--- src/rtl/bds_pkg.sv ---
// bds_pkg: shared definitions for the bds_deser slice.
//   - default word width and bit-counter width
//   - deserializer state encoding
//   - parity polarity used when BDS_PARITY_EN is defined
package bds_pkg;

  localparam int WIDTH_DEF = 8;
  localparam int CNT_W_DEF = 5;

  typedef enum logic [1:0] {
    ST_IDLE    = 2'd0,
    ST_SHIFT   = 2'd1,
    ST_DISCARD = 2'd2
  } bds_state_e;

  // Even parity: XOR over data bits and the parity bit must equal this value.
  localparam logic PAR_EVEN = 1'b0;

endpackage

--- src/rtl/bds_out_reg.sv ---
// bds_out_reg: one-word valid/ready holding register.
//   clk_a, rst_a : clock, synchronous active-high reset
//   load         : a completed word is offered this cycle
//   load_data    : the completed word
//   out_ready    : consumer accepts when out_valid & out_ready
//   out_data     : held word
//   out_valid    : held word is valid
//   ovf          : one-cycle pulse, offered word dropped because register full
//
// Handshake: a word transfers on a rising edge where out_valid & out_ready.
// out_valid and out_data stay stable until that transfer. A load on the
// transfer edge replaces the word with no bubble; a load while full and not
// accepted drops the new word and pulses ovf.
module bds_out_reg #(
  parameter int WIDTH = 8
) (
  input  logic             clk_a,
  input  logic             rst_a,
  input  logic             load,
  input  logic [WIDTH-1:0] load_data,
  input  logic             out_ready,
  output logic [WIDTH-1:0] out_data,
  output logic             out_valid,
  output logic             ovf
);

  logic accept;
  assign accept = out_valid & out_ready;

  always_ff @(posedge clk_a) begin
    if (rst_a) begin
      out_data  <= '0;
      out_valid <= 1'b0;
      ovf       <= 1'b0;
    end else begin
      ovf <= 1'b0;
      if (load) begin
        if (!out_valid || accept) begin
          out_data  <= load_data;
          out_valid <= 1'b1;
        end else begin
          ovf <= 1'b1;
        end
      end else if (accept) begin
        out_valid <= 1'b0;
      end
    end
  end

endmodule

--- src/rtl/bds_deser.sv ---
// bds_deser: checks the complementary bit pair (bds_1 true, bds_2 complement)
// and deserializes true bits MSB-first into WIDTH-bit words.
//   clk_a, rst_a   : clock, synchronous active-high reset
//   bds_1, bds_2   : true bit and its complement
//   bit_en         : qualifies bds_1/bds_2 this cycle
//   frm_sof        : with bit_en, this bit is the MSB of a new word
//   out_data/out_valid/out_ready : one-word valid/ready output
//   err_pair       : sticky pair error, cleared by rst_a or next frm_sof
//   err_frm        : pulse, frm_sof arrived mid-word
//   ovf            : pulse, completed word dropped (output full)
//   dbg_state      : current FSM state (bds_state_e encoding)
//   err_par        : (BDS_PARITY_EN only) pulse, parity mismatch, word dropped
// Optional feature macro: BDS_PARITY_EN adds a trailing even-parity bit per word.
module bds_deser
  import bds_pkg::*;
#(
  parameter int WIDTH = WIDTH_DEF,
  parameter int CNT_W = CNT_W_DEF
) (
  input  logic             clk_a,
  input  logic             rst_a,
  input  logic             bds_1,
  input  logic             bds_2,
  input  logic             bit_en,
  input  logic             frm_sof,
  output logic [WIDTH-1:0] out_data,
  output logic             out_valid,
  input  logic             out_ready,
  output logic             err_pair,
  output logic             err_frm,
  output logic             ovf,
`ifdef BDS_PARITY_EN
  output logic             err_par,
`endif
  output logic [1:0]       dbg_state
);

`ifdef BDS_PARITY_EN
  // Counter value of the trailing parity bit.
  localparam logic [CNT_W-1:0] CNT_LAST = CNT_W'(WIDTH);
`else
  localparam logic [CNT_W-1:0] CNT_LAST = CNT_W'(WIDTH - 1);
`endif

  bds_state_e       state_q, state_d;
  logic [WIDTH-1:0] shift_q, shift_d;
  logic [CNT_W-1:0] cnt_q, cnt_d;
  logic             err_pair_q, err_pair_d;
  logic             err_frm_q, err_frm_d;
  logic             word_done;
  logic [WIDTH-1:0] done_word;
  logic             pair_bad;
  logic             last_bit;
`ifdef BDS_PARITY_EN
  logic             err_par_q, err_par_d;
`endif

  assign pair_bad = bit_en && (bds_1 == bds_2);
  assign last_bit = (state_q == ST_SHIFT) && (cnt_q == CNT_LAST);

  // State register
  always_ff @(posedge clk_a) begin
    if (rst_a) state_q <= ST_IDLE;
    else       state_q <= state_d;
  end

  // Next-state logic; a pair error wins over frm_sof on the same bit.
  always_comb begin
    state_d = state_q;
    if (bit_en) begin
      if (pair_bad)     state_d = ST_DISCARD;
      else if (frm_sof) state_d = ST_SHIFT;
      else if (last_bit) state_d = ST_IDLE;
    end
  end

  // Datapath / output control
  always_comb begin
    shift_d    = shift_q;
    cnt_d      = cnt_q;
    err_pair_d = err_pair_q;
    err_frm_d  = 1'b0;
    word_done  = 1'b0;
`ifdef BDS_PARITY_EN
    err_par_d  = 1'b0;
    done_word  = shift_q;
`else
    done_word  = {shift_q[WIDTH-2:0], bds_1};
`endif
    if (bit_en) begin
      if (pair_bad) begin
        err_pair_d = 1'b1;
        shift_d    = '0;
        cnt_d      = '0;
      end else if (frm_sof) begin
        err_pair_d = 1'b0;
        err_frm_d  = (state_q == ST_SHIFT) && (cnt_q != '0);
        shift_d    = {{(WIDTH-1){1'b0}}, bds_1};
        cnt_d      = CNT_W'(1);
      end else if (state_q == ST_SHIFT) begin
        if (last_bit) begin
          shift_d = '0;
          cnt_d   = '0;
`ifdef BDS_PARITY_EN
          // Parity bit is not shifted; the data word is already complete.
          if ((^shift_q ^ bds_1) == PAR_EVEN) word_done = 1'b1;
          else                                err_par_d = 1'b1;
`else
          word_done = 1'b1;
`endif
        end else begin
          shift_d = {shift_q[WIDTH-2:0], bds_1};
          cnt_d   = cnt_q + CNT_W'(1);
        end
      end
    end
  end

  always_ff @(posedge clk_a) begin
    if (rst_a) begin
      shift_q    <= '0;
      cnt_q      <= '0;
      err_pair_q <= 1'b0;
      err_frm_q  <= 1'b0;
`ifdef BDS_PARITY_EN
      err_par_q  <= 1'b0;
`endif
    end else begin
      shift_q    <= shift_d;
      cnt_q      <= cnt_d;
      err_pair_q <= err_pair_d;
      err_frm_q  <= err_frm_d;
`ifdef BDS_PARITY_EN
      err_par_q  <= err_par_d;
`endif
    end
  end

  bds_out_reg #(.WIDTH(WIDTH)) u_out_reg (
    .clk_a     (clk_a),
    .rst_a     (rst_a),
    .load      (word_done),
    .load_data (done_word),
    .out_ready (out_ready),
    .out_data  (out_data),
    .out_valid (out_valid),
    .ovf       (ovf)
  );

  assign err_pair  = err_pair_q;
  assign err_frm   = err_frm_q;
  assign dbg_state = state_q;
`ifdef BDS_PARITY_EN
  assign err_par   = err_par_q;
`endif

endmodule

--- config.mk ---
export PLATFORM = sky130hd
export DESIGN_NAME = bds_deser
export DESIGN_NICKNAME = d
export VERILOG_FILES = /design/src/rtl/bds_pkg.sv /design/src/rtl/bds_out_reg.sv /design/src/rtl/bds_deser.sv
export SDC_FILE = /design/constraint.sdc
export NUM_CORES = 1
export LEC_CHECK = 0
export ABC_AREA = 1
export BUFFER_PORTS_ARGS = -buffer_cell sky130_fd_sc_hd__buf_2
export CELL_PAD_IN_SITES_DETAIL_PLACEMENT = 0
export CELL_PAD_IN_SITES_GLOBAL_PLACEMENT = 2
export CORE_MARGIN = 4
export CORE_UTILIZATION = 33
export DETAILED_ROUTE_END_ITERATION = 12
export PLACE_DENSITY_LB_ADDON = 0.1
export SETUP_SLACK_MARGIN = 0.05
export SYNTH_ARGS = -nofsm -noshare
export SYNTH_HDL_FRONTEND = slang
export SYNTH_SLANG_ARGS = --single-unit
--- constraint.sdc ---
create_clock -name clk_a -period 2.1 [get_ports clk_a]
set_input_delay 0.315 -clock clk_a [delete_from_list [all_inputs] [get_ports clk_a]]
set_output_delay 0.315 -clock clk_a [all_outputs]
set_load 0.02 [all_outputs]
# Yosys cells after proc, flatten, opt, wreduce, memory -nomap -nowiden
# Cells that the tools add are included.
# W data, S select, Z words.
[totals]
reg_bits = 26
output_inout_bits = 14
elab_cells = 56
in_bits = 7
[op_classes]
muxes = 22
eq_ne = 4
n_addsub = 1
n_reduce_logical = 17
n_bitwise = 4
[ops]
columns = ["operator", "n"]
rows = [
  ["$mux W7", 4],
  ["$mux W5", 4],
  ["$mux W1", 11],
  ["$reduce_and A2 Y1", 5],
  ["$mux W2", 3],
  ["$reduce_bool A3 Y1", 2],
  ["$add A5 B1 Y5 const B", 1],
  ["$eq A5 B3 Y1 const B", 1],
  ["$reduce_bool A5 Y1", 1],
  ["$reduce_bool A2 Y1", 2],
  ["$reduce_or A4 Y1", 1],
  ["$logic_and A1 B1 Y1", 3],
  ["$not A1 Y1", 3],
  ["$eq A2 B1 Y1 const B", 1],
  ["$ne A2 B2 Y1 const B", 1],
  ["$reduce_or A2 Y1", 1],
  ["$and A1 B1 Y1", 1],
  ["$eq A1 B1 Y1", 1],
  ["$logic_not A1 Y1", 1],
  ["$logic_or A1 B1 Y1", 1],
]

# Longest topological paths before layout
# Gate-level depths: netlist of the first run.
[logic_depth]
ltp_word = 9
ltp_mapped = 10
depth_no_buf = 9

# Hierarchy
# From an unflattened synthesis of the first run, not the netlist that was laid out.
[unflattened]
hier_cells = 178
hier_area_um2 = 1286.2
[modules_own_cells]
columns = ["module", "seq_area_each_um2", "cells_each", "n_inst", "area_each_um2"]
rows = [
  ["bds_deser", 320.3, 119, 1, 830.8],
  ["bds_out_reg", 200.2, 59, 1, 455.4],
]

# Least setup slack after synthesis of the first run
# OpenSTA, ideal clock, no wires.
[synth_path]
kind = "reg2reg"
from = "register state_q[0], in the netlist dbg_state[0]"
to = "register u_out_reg.out_data[4]"
synth_period_minus_slack_ps = 1354
setup_ps = 113
stages_incl_launch_ff = 9
t_arrival_ps = 1241
slack_ps = 746
path_buffers = 1
t_required_ps = 1987
path_cell_list = "dfxtp_1 -> nand2_2 -> inv_2 -> nand3_4 -> nor2_4 -> nand3_4 -> buf_6 -> nor2_1 -> nor2_1"
[synth_via]
elab_chain_len = 8
[synth_rtl]
columns = ["element", "line", "source"]
rows = [
  ["from (decl)", "bds_deser.sv:45", "bds_state_e state_q, state_d;"],
  ["from (signal assigned)", "bds_deser.sv:64", "else state_q <= state_d;"],
  ["$eq A2 B1 Y1 (*)", "bds_deser.sv:59, bds_deser.sv:100", ""],
  ["$logic_and A1 B1 Y1", "bds_deser.sv:59", "assign last_bit = (state_q == ST_SHIFT) && (cnt_q == CNT_LAST);"],
  ["$mux W1", "bds_deser.sv:101", "if (last_bit) begin"],
  ["$mux W1 (*)", "bds_deser.sv:100", "end else if (state_q == ST_SHIFT) begin"],
  ["$mux W1 (*)", "bds_deser.sv:95", "end else if (frm_sof) begin"],
  ["$mux W1 (*)", "bds_deser.sv:91", "if (pair_bad) begin"],
  ["$mux W1 (*)", "bds_deser.sv:90", "if (bit_en) begin"],
  ["$reduce_and A2 Y1 (no line) (*)", "n/a", ""],
  ["to (signal assigned)", "bds_out_reg.sv:39", "out_data <= load_data;"],
  ["to (decl)", "bds_out_reg.sv:22", "output logic [WIDTH-1:0] out_data,"],
]
# Every way passes the cells marked *; elsewhere a longest branch is shown, timed or not.
# A chain may end at the register's enable or synchronous reset.

# Worst setup path in the final report of the first run
[layout_path]
from = "register cnt_q[0]"
to = "register u_out_reg.out_data[1]"
[layout_via]
elab_chain_len = 8
[layout_rtl]
columns = ["element", "line", "source"]
rows = [
  ["from (decl)", "bds_deser.sv:47", "logic [CNT_W-1:0] cnt_q, cnt_d;"],
  ["from (signal assigned)", "bds_deser.sv:130", "cnt_q <= cnt_d;"],
  ["$eq A5 B3 Y1", "bds_deser.sv:59", ""],
  ["$logic_and A1 B1 Y1", "bds_deser.sv:59", ""],
  ["$mux W1", "bds_deser.sv:101", ""],
  ["$mux W1", "bds_deser.sv:100", ""],
  ["$mux W1", "bds_deser.sv:95", ""],
  ["$mux W1", "bds_deser.sv:91", ""],
  ["$mux W1", "bds_deser.sv:90", ""],
  ["$reduce_and A2 Y1 (no line)", "n/a", ""],
]
# No other way between the ends.

==> flow_metrics.tcl, run 1 <==
set metrics [dict create \
    drc 0 \
    place_area_um2 1410 \
    die_y_um 70.7 \
    synth.net_count 187 \
    die_x_um 70.7 \
    ys_warn_count 0 \
    async_flop_share_pct 0 \
    cpLargestDelayFamily "simple AND/OR/NAND/NOR gates" \
    vias 1061 \
    seq_area_frac_synth_pct 40.2 \
    clock_skew_ps 4.02 \
    numCtsBuffers 3 \
    ir_drop_v 0.000281 \
    maxSlewViolCount 0 \
    ant_nets 0 \
    cp_max_fo 16 \
    yosys_most_used_dff "dfxtp_1" \
    crit_path_start_kind "flip-flop" \
    hp-start "rst_a" \
    cp-startpoint "cnt_q[0]$_SDFFE_PP0P_" \
    stdcell_area_um2 1480 \
    layout_common_cells "40 x nand2_1, 30 x nor2_1, 28 x inv_1, 26 x dfxtp_1, 20 x buf_2" \
    start_util_pct 34.9 \
    setup-tns-final_ps 0 \
    tritoncts "done" \
    grt_max_degree 17 \
    crit_arrival_ps 1660 \
    track_usage_pct 10.9 \
    viasPerCell 4.33 \
    synth_cell_types 23 \
    worstPathRequired_ps 2320 \
    fmax_mhz 694 \
    power_density_nw_per_um2 706 \
    place_worst_setup_slack_ps 651 \
    grt_first_pass_wirelength_um 4350 \
    drtIter0Drc 30 \
    final_common_cell "nand2_1" \
    synth_edf_count 0 \
    hold_viol_final 0 \
    drive_gt1_share_pct 20.8 \
    cts.htree.levels 1 \
    final_critical_path_setup_slack_ps 660 \
    dieArea_um2 4990 \
    rows 22 \
    period_needed_ps 1440 \
    tightest_slew_ps 457 \
    n_antenna_cell 0 \
    cts_hold_buf 0 \
    postCtsSetupBuffers 0 \
    clk_path_buf_depth 2 \
    path_clk_slew_ps 90 \
    fin_util_pct 39.9 \
    synth_cells 178 \
    cts.repair.resized 0 \
    area_growth_pct 14.4 \
    path_cells "ha_1 -> nand2_2 -> clkinv_2 -> nand3_4 -> nor2_4 -> nand3_4 -> nand2_1 -> nand2_1 -> nor2_1" \
    numPortBuffers 20 \
    synth_seq_cells 26 \
    cpPeakStageDelay_ps 380 \
    grt_pass1_vias 928 \
    dp_hpwl_um 1900 \
    setup.worst_path.end_class "flip-flop" \
    fin_crit_sh_pct 68.6 \
    cts-root-buf "clkbuf_8" \
    max_slew_margin_pct 69.5 \
    syn_area_um2 1300 \
    grt_overflow 0 \
    outcome "complete, no violations" \
    boundaryPins 21 \
    syn_area_per_cell_um2 7.28 \
    cp_slowest_cell "dfxtp_1" \
    hp-class "input pin to flip-flop" \
    clkSinkCount 26 \
    crit_type "flip-flop to flip-flop" \
    rsz0062_at_grt "no" \
    dr.pass1.iters 4 \
    timing.hold.ws_ps 317 \
    maxCapViolations 0 \
    p_leak_uw 0.000734 \
    crit_buf_inv 1 \
    fin_nets 207 \
    finalWirelength_um 2570 \
    antenna_found_initial 0 \
    core_area_um2 3720 \
    place_congestion 0.777 \
    insertion_delay_ps 270 \
    wire_per_inst_um 10.5 \
    setup_viol 0 \
    rr_startpoint "cnt_q[0]$_SDFFE_PP0P_" \
]
-- layer usage --
metal	wire, um	GRT usage [%]	up-vias	part of all wire, %
li1	-	-	586	-
met1	1330	15.2	457	52
met2	1080	16.0	14	42
met3	108	2.27	4	4.2
met4	42	5.01	0	1.6
met5	0	0	-	0
-- logic make-up (layout without fill, tap and decap cells) --
group           Yosys count  after routing  share of synthesized area (%)
simple gates             98             98                           37.3
buf+inv                  35             54                           12.3
flops                    26             26                           40.2
compound gates           17             17                           8.40
fa+ha+maj                 2              2                           1.93
-- final timing paths --
kind / end / cells past startpoint / slack (ps)
hold reg to reg: err_pair$_SDFFE_PP0P_ / 2 / 470
setup reg to reg: u_out_reg.out_data[1]$_SDFFE_PP0P_ / 9 / 660
setup / recovery: u_out_reg.out_data[1]$_SDFFE_PP0P_ / 9 / 660
hold / removal: dbg_state[1]$_SDFFE_PP0P_ / 2 / 320
-- synthesized netlist by cell type (2+ instances only) --
| library cell | n | area, um2 |
|---|---|---|
| o21ai_1 | 2 | 10.0 |
| inv_1 | 28 | 105 |
| ha_1 | 2 | 25.0 |
| nor2_4 | 2 | 22.5 |
| o21ai_0 | 6 | 30.0 |
| nand3_4 | 4 | 70.1 |
| nor2_1 | 30 | 113 |
| buf_6 | 3 | 33.8 |
| nand3_1 | 9 | 45.0 |
| nand2_1 | 40 | 150 |
| nand4_1 | 3 | 18.8 |
| nand2_2 | 6 | 37.5 |
| dfxtp_1 | 26 | 521 |
| nor3_1 | 3 | 15.0 |
| a21oi_1 | 6 | 30.0 |
-- where the power goes --
part / switching (uW) / total (uW) / internal (uW)
logic: 72.9 / 107 / 34.3
registers: 11.4 / 519 / 508
clock network: 165 / 420 / 255
total: 249 / 1050 / 798
-- layout make-up --
| cell class | instances | area (um2) |
|---|---|---|
| flip-flops and latches | 26 | 520 |
| multi-input cells | 117 | 617 |
| clock buffers | 3 | 41.3 |
| well taps | 48 | 60.1 |
| fillers | 423 | 2230 |
| repair buffers | 20 | 100 |
| inverters | 30 | 114 |
| clock inverters | 1 | 30.0 |
-- sequential cells by signal, summed over array words and instances, names as in the netlist --
signal / cells
cnt_q: 5
dbg_state: 2
err_frm: 1
err_pair: 1
shift_q: 7
u_out_reg.out_data: 8
u_out_reg.out_valid: 1
u_out_reg.ovf: 1
-- worst register-to-register path, stage by stage (launching register included) --
cell      delay, ps
dfxtp_1         380
ha_1            210
nand2_2          70
clkinv_2         80
nand3_4          80
nor2_4          130
nand3_4         190
nand2_1         120
nand2_1          50
nor2_1           90
-- stage by stage --
step / cells / total power, uW
2_1_floorplan: 178 / 614
3_3_place_gp: 241 / 640
3_5_place_dp: 241 / 639
4_1_cts: 245 / 1070
5_1_grt: 245 / 1100
6_report: 245 / 1050
(Power assumes the default switching activity.)
==> run 2: changes to the inputs <==
--- a/config.mk
+++ b/config.mk
@@ -5,12 +5,12 @@
 export SDC_FILE = /design/constraint.sdc
 export NUM_CORES = 1
 export LEC_CHECK = 0
-export ABC_AREA = 1
+export ABC_AREA = 0
 export BUFFER_PORTS_ARGS = -buffer_cell sky130_fd_sc_hd__buf_2
 export CELL_PAD_IN_SITES_DETAIL_PLACEMENT = 0
 export CELL_PAD_IN_SITES_GLOBAL_PLACEMENT = 2
 export CORE_MARGIN = 4
-export CORE_UTILIZATION = 33
+export CORE_UTILIZATION = 28
 export DETAILED_ROUTE_END_ITERATION = 12
 export PLACE_DENSITY_LB_ADDON = 0.1
 export SETUP_SLACK_MARGIN = 0.05
==> constraint.sdc (replaced) <==
create_clock -name clk_a -period 1.3 [get_ports clk_a]
set_input_delay 0.195 -clock clk_a [delete_from_list [all_inputs] [get_ports clk_a]]
set_output_delay 0.195 -clock clk_a [all_outputs]
set_load 0.02 [all_outputs]
==> run 2 against run 1 <==
Compared with the run above: the flow now finishes with violations (negative setup slack); largest power group unchanged; worst setup slack got worse by 690 ps; register-to-register slack got worse by 690 ps; via count rose by 10%; global-route usage rose by 2.4 points; synthesized cell count fell by 24%; combinational power rose by 130%.
==> flow_metrics.tcl, run 2 <==
set metrics [dict create \
    die_x_um 72.2 \
    clk_path_buf_depth 2 \
    register_area_um2 529 \
    cp-startpoint "cnt_q[1]$_SDFFE_PP0P_" \
    p_int_uw 1250 \
    crit_type "flip-flop to flip-flop" \
    min_to "cnt_q[1]$_SDFFE_PP0P_" \
    synth.net_count 145 \
    drc 0 \
    track_usage_pct 13.3 \
    yosys.area.top_type_share_pct 45.1 \
    ys_warn_count 0 \
    maxCapViolations 0 \
    finalWirelength_um 3260 \
    yosys-top-cells-area "dfxtp_1 45%, a21oi_1 9.5%, nand2_1 6.2%" \
    tightest_slew_ps 361 \
    hp-start "rst_a" \
    setup_viol 7 \
    clockPowerShare_pct 36.4 \
    ir_drop_v 0.000400 \
    r2r_end "shift_q[2]$_SDFFE_PP0P_" \
    regMostFlops "u_out_reg.out_data" \
    worstPathRequired_ps 1510 \
    multiInputGateArea_um2 748 \
    fin_nets 186 \
    core_area_um2 4000 \
    crit_path_start_kind "flip-flop" \
    yosysTopAreaCell "dfxtp_1" \
    violations "negative setup slack" \
    wire_per_inst_um 14.4 \
    grt_overflow 0 \
    combPwrFrac_pct 14.6 \
    dp.cells 218 \
    yosys_most_used_dff "dfxtp_1" \
    period_needed_ps 1330 \
    p_switching_uw 424 \
    grt_first_pass_wirelength_um 5510 \
    hold_depth 2 \
    timing.hold.ws_ps 145 \
    crit_arrival_ps 1540 \
    rr_startpoint "cnt_q[1]$_SDFFE_PP0P_" \
    fin_cells 226 \
    sw_frac_of_total_pct 25.4 \
    power_density_nw_per_um2 969 \
    final_common_cell "dfxtp_1" \
    numCtsBuffers 3 \
    synth_common_cells "26 x dfxtp_1, 22 x a21oi_1, 19 x nand2_1, 8 x nand4_1, 8 x o21ai_1" \
    fmax_mhz 754 \
    boundaryPins 21 \
    dr.pass1.iters 4 \
    tritoncts "done" \
    grt_max_degree 17 \
    synth_cell_types 35 \
    dieArea_um2 5220 \
    cts_hold_buf 0 \
    syn_area_per_cell_um2 8.49 \
    grt_pass1_vias 1111 \
    p_seq_share_pct 49.0 \
    largest_reg_flops 8 \
    async_flop_share_pct 0 \
    synth_cells 136 \
    p_total_uw 1670 \
    rows 23 \
    maxSlewViolCount 0 \
    numPortBuffers 20 \
    synth_edf_count 0 \
    antenna_found_initial 0 \
    r2r_cells 6 \
    dp_hpwl_um 2300 \
    place_congestion 0.746 \
    drive_gt1_share_pct 50.0 \
    start_util_pct 28.9 \
    fin_crit_sh_pct 102 \
    synth_seq_cells 26 \
    area_growth_pct 49.5 \
    insertion_delay_ps 270 \
    n_antenna_cell 0 \
    syn_area_um2 1150 \
    hold_viol_final 0 \
    clock_skew_ps 4.15 \
    seq_area_frac_synth_pct 45.1 \
    vias 1172 \
    fill_cells 412 \
    setup.worst_path.end_class "flip-flop" \
    viasPerCell 5.19 \
    max_slew_margin_pct 75.9 \
    final_critical_path_setup_slack_ps -27.1 \
    ant_nets 0 \
    die_y_um 72.2 \
    cp_max_fo 6 \
    clkSinkCount 26 \
    cts-root-buf "clkbuf_8" \
    hp-class "input pin to flip-flop" \
    p_leak_uw 0.000623 \
    drtIter0Drc 73 \
    rsz0062_at_grt "yes" \
    layout_common_cells "21 x dfxtp_1, 20 x buf_2, 19 x nand2_1, 19 x buf_4, 14 x a21oi_1" \
    cts.htree.levels 1 \
    outcome "finished with violations" \
    synth.most_common_cell "dfxtp_1" \
    reg2reg_slack_ps -30 \
    path_clk_slew_ps 100 \
    top_regs "u_out_reg.out_data (8), shift_q (7), cnt_q (5)" \
]
## run 2: timing repair
action	CTS	global route
gates resized for setup	15	18
setup buffers	3	0
cloned	1	0
pin swaps	6	16
setup endpoints to repair	23	22
## run 2: power by group through the flow
stage	clock network [uW]	logic (uW)	registers [uW]
after floorplan	0	113	844
after global placement	0	205	836
after detailed placement	0	206	836
after CTS	625	234	820
after global routing	652	267	821
final	609	245	819
## run 2: how the worst max path moves through the flow
stage and end:
2_1_floorplan cnt_q[0]$_SDFFE_PP0P_, 3_3_place_gp shift_q[0]$_SDFFE_PP0P_, 3_5_place_dp shift_q[0]$_SDFFE_PP0P_, 4_1_cts shift_q[1]$_SDFFE_PP0P_, 5_1_grt shift_q[5]$_SDFFE_PP0P_, 6_report shift_q[2]$_SDFFE_PP0P_
## run 2: routing by layer
metal / part of all wire, % / wire (um) / track usage [%] / vias up
met5: 0 / 0 / 0 / -
met4: 0.58 / 19 / 3.76 / 0
met3: 4.0 / 132 / 2.35 / 2
met2: 47 / 1530 / 21.2 / 25
met1: 48 / 1580 / 18.4 / 565
li1: - / - / - / 580
## run 2: cell type report
type	count	share of cell area, %
Multi-Input combinational cell	99	43.3
Timing Repair Buffer	43	17.7
Sequential cell	26	30.7
Inverter	4	0.870
Tap cell	50	3.62
Clock buffer	4	3.84
## run 2: cell families (layout without fill, tap and decap cells)
kind of cell	Yosys count	count (layout)	synth area share, %
compound gates	42	43	23.0
fa+ha+maj	2	2	2.17
xor+xnor	3	3	2.28
flops	26	26	45.1
simple gates	51	51	23.3
buf+inv	12	51	4.22
## run 2: per-stage QoR
| step | setup slack (ps) | instance area (um2) | setup TNS [ps] | util (%) |
|---|---|---|---|---|
| finish | -27.1 | 1730 | -117 | 43.2 |
| global route | -65.9 | 1730 | -763 | 43.2 |
| CTS | -23.7 | 1650 | -121 | 41.2 |
| detailed placement | -204 | 1480 | -2830 | 37.1 |
| global placement | -180 | 1480 | -2540 | 37.1 |
| floorplan | -13.0 | 1180 | -13.0 | - |
## run 2: critical path: stages, from the launching register on
cell and delay, ps:
dfxtp_2 350, ha_4 180, and2_4 170, a311oi_2 220
o21bai_2 100, buf_6 140, a21oi_2 100
